--- src/rtl/sevenseg_scan.sv ---
// Time-multiplexed 7-segment driver: prescaled digit scan with dead time, active-low outputs.
// Define SEVENSEG_SCAN_LZB_EN to add leading-zero blanking; port list is the same either way.
module sevenseg_scan #(
    parameter int NUM_DIGITS = 4,
    parameter int SCAN_DIV   = 1000,
    parameter int DEAD_CYC   = 2
) (
    input  logic                    clk,
    input  logic                    rst,
    input  logic                    load,
    input  logic [4*NUM_DIGITS-1:0] value,
    input  logic [NUM_DIGITS-1:0]   dp_in,
    input  logic [NUM_DIGITS-1:0]   blank,
    output logic                    a,
    output logic                    b,
    output logic                    c,
    output logic                    d,
    output logic                    e,
    output logic                    f,
    output logic                    g,
    output logic                    dp,
    output logic [NUM_DIGITS-1:0]   an
);
    localparam int PW = $clog2(SCAN_DIV);
    localparam int IW = (NUM_DIGITS > 1) ? $clog2(NUM_DIGITS) : 1;
    localparam logic [PW-1:0] PRESC_LAST = PW'(SCAN_DIV - 1);
    localparam logic [PW-1:0] PRESC_DEAD = PW'(DEAD_CYC);
    localparam logic [IW-1:0] IDX_LAST   = IW'(NUM_DIGITS - 1);

    logic [PW-1:0]           presc_reg;
    logic [IW-1:0]           idx_reg;
    logic [4*NUM_DIGITS-1:0] value_reg;
    logic [NUM_DIGITS-1:0]   dp_reg;
    logic [NUM_DIGITS-1:0]   blank_reg;
    logic [6:0]              seg_reg;
    logic                    dp_out_reg;
    logic [NUM_DIGITS-1:0]   an_reg;

    logic [3:0]              nib [NUM_DIGITS];
    logic [NUM_DIGITS-1:0]   dark;
    logic [6:0]              seg_next;
    logic                    dp_next;
    logic [NUM_DIGITS-1:0]   an_next;
    logic                    show;

    // Lit-segment pattern, bit 6 = a ... bit 0 = g.
    function automatic logic [6:0] decode(input logic [3:0] n);
        logic [6:0] lit;
        case (n)
            4'h0: lit = 7'b1111110;
            4'h1: lit = 7'b0110000;
            4'h2: lit = 7'b1101101;
            4'h3: lit = 7'b1111001;
            4'h4: lit = 7'b0110011;
            4'h5: lit = 7'b1011011;
            4'h6: lit = 7'b1011111;
            4'h7: lit = 7'b1110000;
            4'h8: lit = 7'b1111111;
            4'h9: lit = 7'b1111011;
            4'hA: lit = 7'b1110111;
            4'hB: lit = 7'b0011111;
            4'hC: lit = 7'b1001110;
            4'hD: lit = 7'b0111101;
            4'hE: lit = 7'b1001111;
            default: lit = 7'b1000111;
        endcase
        return lit;
    endfunction

`ifdef SEVENSEG_SCAN_LZB_EN
    // lz[k]: nibbles k..top are all zero and none of them requests a decimal point
    logic [NUM_DIGITS:1] lz;
`endif

    genvar gi;
    generate
        for (gi = 0; gi < NUM_DIGITS; gi++) begin : g_digit
            assign nib[gi] = value_reg[4*gi +: 4];
`ifdef SEVENSEG_SCAN_LZB_EN
            if (gi == 0) begin : g_keep
                assign dark[gi] = blank_reg[gi];
            end else begin : g_lzb
                if (gi == NUM_DIGITS - 1) begin : g_top
                    assign lz[gi] = (nib[gi] == 4'h0) && !dp_reg[gi];
                end else begin : g_mid
                    assign lz[gi] = lz[gi+1] && (nib[gi] == 4'h0) && !dp_reg[gi];
                end
                assign dark[gi] = blank_reg[gi] | lz[gi];
            end
`else
            assign dark[gi] = blank_reg[gi];
`endif
        end
    endgenerate

    always_comb begin
        show     = (presc_reg >= PRESC_DEAD) && !dark[idx_reg];
        an_next  = '1;
        seg_next = '1;
        dp_next  = 1'b1;
        if (show) begin
            an_next[idx_reg] = 1'b0;
            seg_next         = ~decode(nib[idx_reg]);
            dp_next          = ~dp_reg[idx_reg];
        end
    end

    // Outputs are a registered image of the pre-edge scan state and shadow contents.
    always_ff @(posedge clk or posedge rst) begin
        if (rst) begin
            presc_reg  <= '0;
            idx_reg    <= '0;
            value_reg  <= '0;
            dp_reg     <= '0;
            blank_reg  <= '1;
            seg_reg    <= '1;
            dp_out_reg <= 1'b1;
            an_reg     <= '1;
        end else begin
            if (presc_reg == PRESC_LAST) begin
                presc_reg <= '0;
                idx_reg   <= (idx_reg == IDX_LAST) ? '0 : idx_reg + 1'b1;
            end else begin
                presc_reg <= presc_reg + 1'b1;
            end
            if (load) begin
                value_reg <= value;
                dp_reg    <= dp_in;
                blank_reg <= blank;
            end
            seg_reg    <= seg_next;
            dp_out_reg <= dp_next;
            an_reg     <= an_next;
        end
    end

    assign {a, b, c, d, e, f, g} = seg_reg;
    assign dp = dp_out_reg;
    assign an = an_reg;

endmodule

--- config.mk ---
export PLATFORM = sky130hd
export DESIGN_NAME = sevenseg_scan
export DESIGN_NICKNAME = d
export VERILOG_FILES = /design/src/rtl/sevenseg_scan.sv
export SDC_FILE = /design/constraint.sdc
export NUM_CORES = 1
export LEC_CHECK = 0
export BUFFER_PORTS_ARGS = -buffer_cell sky130_fd_sc_hd__buf_2
export CORE_MARGIN = 4
export CORE_UTILIZATION = 50
export DETAILED_ROUTE_END_ITERATION = 12
export PLACE_DENSITY = 0.74
export SLEW_MARGIN = 20
export SYNTH_ARGS = -nofsm -noshare
export SYNTH_HDL_FRONTEND = slang
export SYNTH_SLANG_ARGS = --single-unit
export TNS_END_PERCENT = 30
--- constraint.sdc ---
create_clock -name clk -period 1.81 [get_ports clk]
set_input_delay 0.181 -clock clk [delete_from_list [all_inputs] [get_ports clk]]
set_output_delay 0.181 -clock clk [all_outputs]
set_load 0.005 [all_outputs]
After elaboration in Yosys (flattened, before gate mapping)
Memories as Yosys holds them, arrays and structs flattened.
Index checks and enable logic that the tools add are counted.
{"block": "totals", "output_inout_bits": 12, "mem_bits_ro": 112, "regBits": 48, "elab_cells": 39, "memories": 1, "inputBits": 27}
{"block": "classes", "muxes": 15, "eq_ne": 2, "reduce_logical": 3, "order_cmp": 4, "addsub": 2, "bitwise_logic": 4}
{"name": "(no name shown)", "depth": 16, "word_bits": 7, "rd": 1, "rd_clocked_by_memory_dff": 0, "write_ports": 0, "line_no": "49", "text": "case (n)"}
{"operator": "$mux W7", "n": 2}
{"operator": "$mux W4", "n": 3}
{"operator": "$add A10 B1 Y10 const B", "n": 1}
{"operator": "$eq A10 B10 Y1 const B", "n": 1}
{"operator": "$ge A10 B2 Y1 const B", "n": 1}
{"operator": "$mux W10", "n": 1}
{"operator": "$bmux W4 S2", "n": 1}
{"operator": "$not A7 Y7", "n": 1}
{"operator": "$bmux W1 S2", "n": 2}
{"operator": "$mux W1", "n": 4}
{"operator": "$not A4 Y4", "n": 1}
{"operator": "$ge A3 B3 Y1 const B", "n": 1}
{"operator": "$lt A2 B3 Y1 const B", "n": 1}
{"operator": "$not A2 Y3", "n": 1}
{"operator": "$add A2 B1 Y2 const B", "n": 1}
{"operator": "$demux W1 S2", "n": 1}
{"operator": "$eq A2 B2 Y1 const B", "n": 1}
{"operator": "$ge A2 B1 Y1 const B", "n": 1}
{"operator": "$logic_and A1 B1 Y1", "n": 2}
{"operator": "$mux W2", "n": 1}
{"operator": "$logic_not A1 Y1", "n": 1}
{"operator": "$not A1 Y1", "n": 1}

Longest topological paths before layout
An unclocked memory read counts as a cell.
{"block": "logic_depth", "depth_word": 8, "mapped_depth": 8, "depth_no_buf": 7}

Worst setup path after synthesis
OpenSTA, ideal clock, no wires.
{"block": "synth_path", "path_type": "flip-flop to flip-flop", "start": "register idx_reg[0]", "end": "register seg_reg[6]", "path_stages_with_launch": 8, "slack_ns": -0.124, "synth_period_minus_slack_ns": 1.934, "setup_time_ns": 0.085, "arrival_ns": 1.849, "path_buffers": 1, "cell_sequence": "dfrtp_1 -> buf_6 -> mux4_1 -> ha_1 -> nor3_1 -> a31oi_1 -> a21oi_1 -> o21ai_0"}
{"block": "synth_via", "elab_chain_len": 8}
{"item": "start, declared", "line_no": "31", "text": "logic [IW-1:0] idx_reg;"}
{"item": "start signal, assigned", "line_no": "122", "text": "idx_reg <= (idx_reg == IDX_LAST) ? '0 : idx_reg + 1'b1;"}
{"item": "$not A2 Y3 (not written as such)", "line_no": "103", "text": "seg_next = ~decode(nib[idx_reg]);"}
{"item": "$bmux W4 S2", "line_no": "103"}
{"item": "$mux W4 (not written as such) (2 in a row)", "line_no": "103"}
{"item": "$mem_v2 Z16 W7"}
{"item": "$mux W7", "line_no": "101", "text": "if (show) begin"}
{"item": "$not A7 Y7", "line_no": "103"}
{"item": "$mux W7 (*)", "line_no": "101"}
{"item": "via seg_next[6]", "line_no": "41", "text": "logic [6:0] seg_next;"}
{"item": "end signal, assigned", "line_no": "131", "text": "seg_reg <= seg_next;"}
{"item": "end, declared", "line_no": "35", "text": "logic [6:0] seg_reg;"}
Mark *: on every way through the listed nets, which the timed path passes. The rest lies on a longest branch. The select of a mux whose other input is x is not followed.
A chain may end at the register's enable or synchronous reset.

Final worst setup path
{"block": "layout_path", "start": "register idx_reg[1]", "end": "register seg_reg[6]"}
Same word-level chain as after synthesis.

==> metrics.cfg <==
[routing]
dr.pass1.iters = 4
vias = 1585
via_per_inst = 5.32
routedWlPerCell_um = 15.2
totalWireLength_um = 4520
drt_iter0_drc = 53
post_route_ant_nets = 0
drt_drc_violations_left = 0

[floorplan]
core_region_area_mm2 = 0.00450
die_height_um = 77.2
die-area_mm2 = 0.00596
std_cell_rows = 24
start_util_pct = 53.2
die_w_um = 77.2
pin_count = 39

[timing]
layout_worst_path_cycle_share_pct = 103
max_freq_ghz = 0.538
finalCriticalPeriod_ns = 1.86
worst_case_hold_slack_ns = 0.107
rsz0062_at_grt = true
finalClockSkew_ns = 0.00338
finalMaxSlewViolations = 0
max_slew_margin_pct = 58.7
setup_viol = 1
worstMarginPinSlew_ns = 0.614
setup_ws_ns = -0.0493
timing_hold_violations_final = 0

[synth]
synth-seq-area-share_pct = 51.0
postSynthNetCount = 227
syn_inst = 188
synth_top_cells_by_area = dfrtp_1, dfstp_2, mux2_2, ha_1, xor2_1
number_of_synthesized_flops_with_an_enable_pin = 0
syn-cell-area_mm2 = 0.00240
yosys_reg_bits = 48
syn-mean-instance-area_um2 = 12.7
top_cell_type_s_share_of_synthesized_area_pct = 33.4
yosysUniqueCellTypes = 33
synth_ff_type = dfrtp_1
yosysWarningCount = 0
asyncSetResetFlopFracSynth_pct = 100
synth_largest_area_cell = dfrtp_1

[layout]
largest_register_ffs = 16
antennaDiodeCount = 0
layout.core_utilization_pct = 66.2
final_area_mm2 = 0.00298
fraction_of_final_layout_cells_sized_beyond_drive_strength_1_pct = 53.3
filler_cell_count = 331
final_nets = 284
area_growth_syn_to_layout_pct = 24.4

[clock_network]
cts_tree = built
cts_made_buffers = 5
cts_buffer_depth = 2
cts_root_buf = clkbuf_8
ctsHtreeMaxLevel = 2
worst_setup_hold_path_clk_slew_ns = 0.08
clk_latency_ns = 0.30
cts.sink_count = 48

[placed_design]
placedInstanceArea_mm2 = 0.00267
place.gp.congestion = 0.817
port-buffer-count = 38
dpl.hpwl_um = 3220

[pwr]
total_leakage_power_nw = 1.29
cellPowerDensity_mw_per_mm2 = 807
max-vdd-ir-drop_v = 0.000492
power_mw = 2.41

[global_route]
grt_max_degree = 26
busiest_layer = met2
groute.layer.met2.usage_pct = 25.2
grt_first_pass_wirelength_um = 7770
gr-usage-met3_pct = 4.45
grt_overflow = 0
grt_antenna_before_repair = 0
grt_use_met1_pct = 22.1
grt_use_total_pct = 16.2
number_of_global_route_vias_before_repair = 1640

[worst_setup_path]
critPathArrivalTime_ns = 2.09
worst_setup_path_start_kind = flop
crit_required_ns = 2.04
critPathMaxStageDelay_ns = 0.56
path_class = reg2reg
crit_fanout = 7
crit_chain = mux4_2 -> ha_4 -> nor3_1 -> a31oi_1 -> a21oi_1 -> o21ai_1
slowest_stage = dfrtp_1
setup_crit_end_kind = flop

[worst_hold_path]
holdCritPathClass = in2reg

[run_status]
violations = negative setup slack
result_of_the_run = finished with violations

[flow_run]
cap_violations = 0

-- layout make-up --
| cell class | count | area [µm²] | share of cell area, % |
|---|---|---|---|
| clock buffers | 6 | 72.6 | 2.43 |
| clock inverters | 2 | 35.0 | 1.18 |
| inverters | 8 | 37.5 | 1.26 |
| multi-input cells | 125 | 1180 | 39.5 |
| flip-flops and latches | 48 | 1220 | 41.0 |
| well taps | 52 | 65.1 | 2.18 |
| repair buffers | 57 | 372 | 12.5 |
-- final timing paths --
check	start	slack, ns	depth (start not counted)	end
max	idx_reg[1]	-0.05	6	seg_reg[6]
min	value[2]	0.11	2	value_reg[2]
max reg2reg	idx_reg[1]	-0.05	6	seg_reg[6]
min reg2reg	presc_reg[0]	0.50	1	presc_reg[0]
max in group asynchronous	rst	0.79	4	blank_reg[3]
min in group asynchronous	rst	0.46	3	presc_reg[0]
-- Yosys cell counts (3+ instances only) --
cell / number
clkbuf_1: 3
mux2_2: 26
dfrtp_1: 32
nand2_1: 13
xor2_1: 8
buf_6: 4
inv_1: 7
mux2i_1: 3
nor2_1: 18
mux4_2: 3
dfstp_2: 16
a21oi_1: 4
nand3_1: 6
o21ai_0: 5
o211ai_1: 3
ha_1: 12
-- cell families after synthesis --
| logic type | synth area share, % |
|---|---|
| flops | 51.0 |
| mux | 20.7 |
| xor+xnor | 3.66 |
| buf+inv | 3.60 |
| simple gates | 8.09 |
| fa+ha+maj | 6.27 |
| compound gates | 6.74 |
-- power by group --
group          switching (mW)  total (mW)  internal (mW)
clock network           0.348       0.758          0.410
registers              0.0439        1.23           1.18
logic                   0.198       0.422          0.224
-- repair_timing --
action	4_1_cts	5_1_grt
resized for setup	17	6
buffers inserted	5	4
setup endpoints to repair	2	12
hold endpoints to repair	10	0
hold buffers	1	0
pin swaps	6	7
-- per-layer routing --
metal,wire length [µm],up-vias
met4,45,0
met5,0,-
li1,-,774
met2,2070,38
met1,2160,767
met3,246,6
-- worst max-delay path, delay by kind of cell, from the launching register on --
kind,cells,cell delay (ns)
AOI/OAI and AO/OA,3,0.34
adders and majority gates,1,0.22
DFF,1,0.56
muxes,1,0.46
and+or+nand+nor,1,0.22
-- per-stage QoR --
step / TNS [ns] / instances / setup WS (ns)
after floorplan: 0 / 188 / 0.00278
after global placement: 0 / 280 / 0.0385
after detailed placement: -0.113 / 280 / -0.0615
after CTS: -0.104 / 294 / -0.0385
after global routing: -0.450 / 298 / -0.148
final: -0.0493 / 298 / -0.0493
-- placed cells by master, fill, tap and decap left out, drive strengths merged --
cell type	netlist	routed
buf	4	56
dfrtp	32	32
mux2	28	28
nor2	18	18
dfstp	16	16
nand2	13	13
ha	12	12
xor2	8	8
inv	8	8
nand3	6	6
clkbuf	3	6
o21ai	6	6
mux4	5	5
a21oi	4	4
mux2i	4	4
o211ai	3	3
nor3	3	3
o41ai	2	2
xnor2	2	2
nor4	2	2
o221ai	2	2
a31oi	2	2
o311ai	2	2
and4	1	1
nand4	1	1
a311oi	1	1
bufinv	0	1
clkinv	0	1
dlygate4sd3	0	1
(Power assumes the default switching activity.)
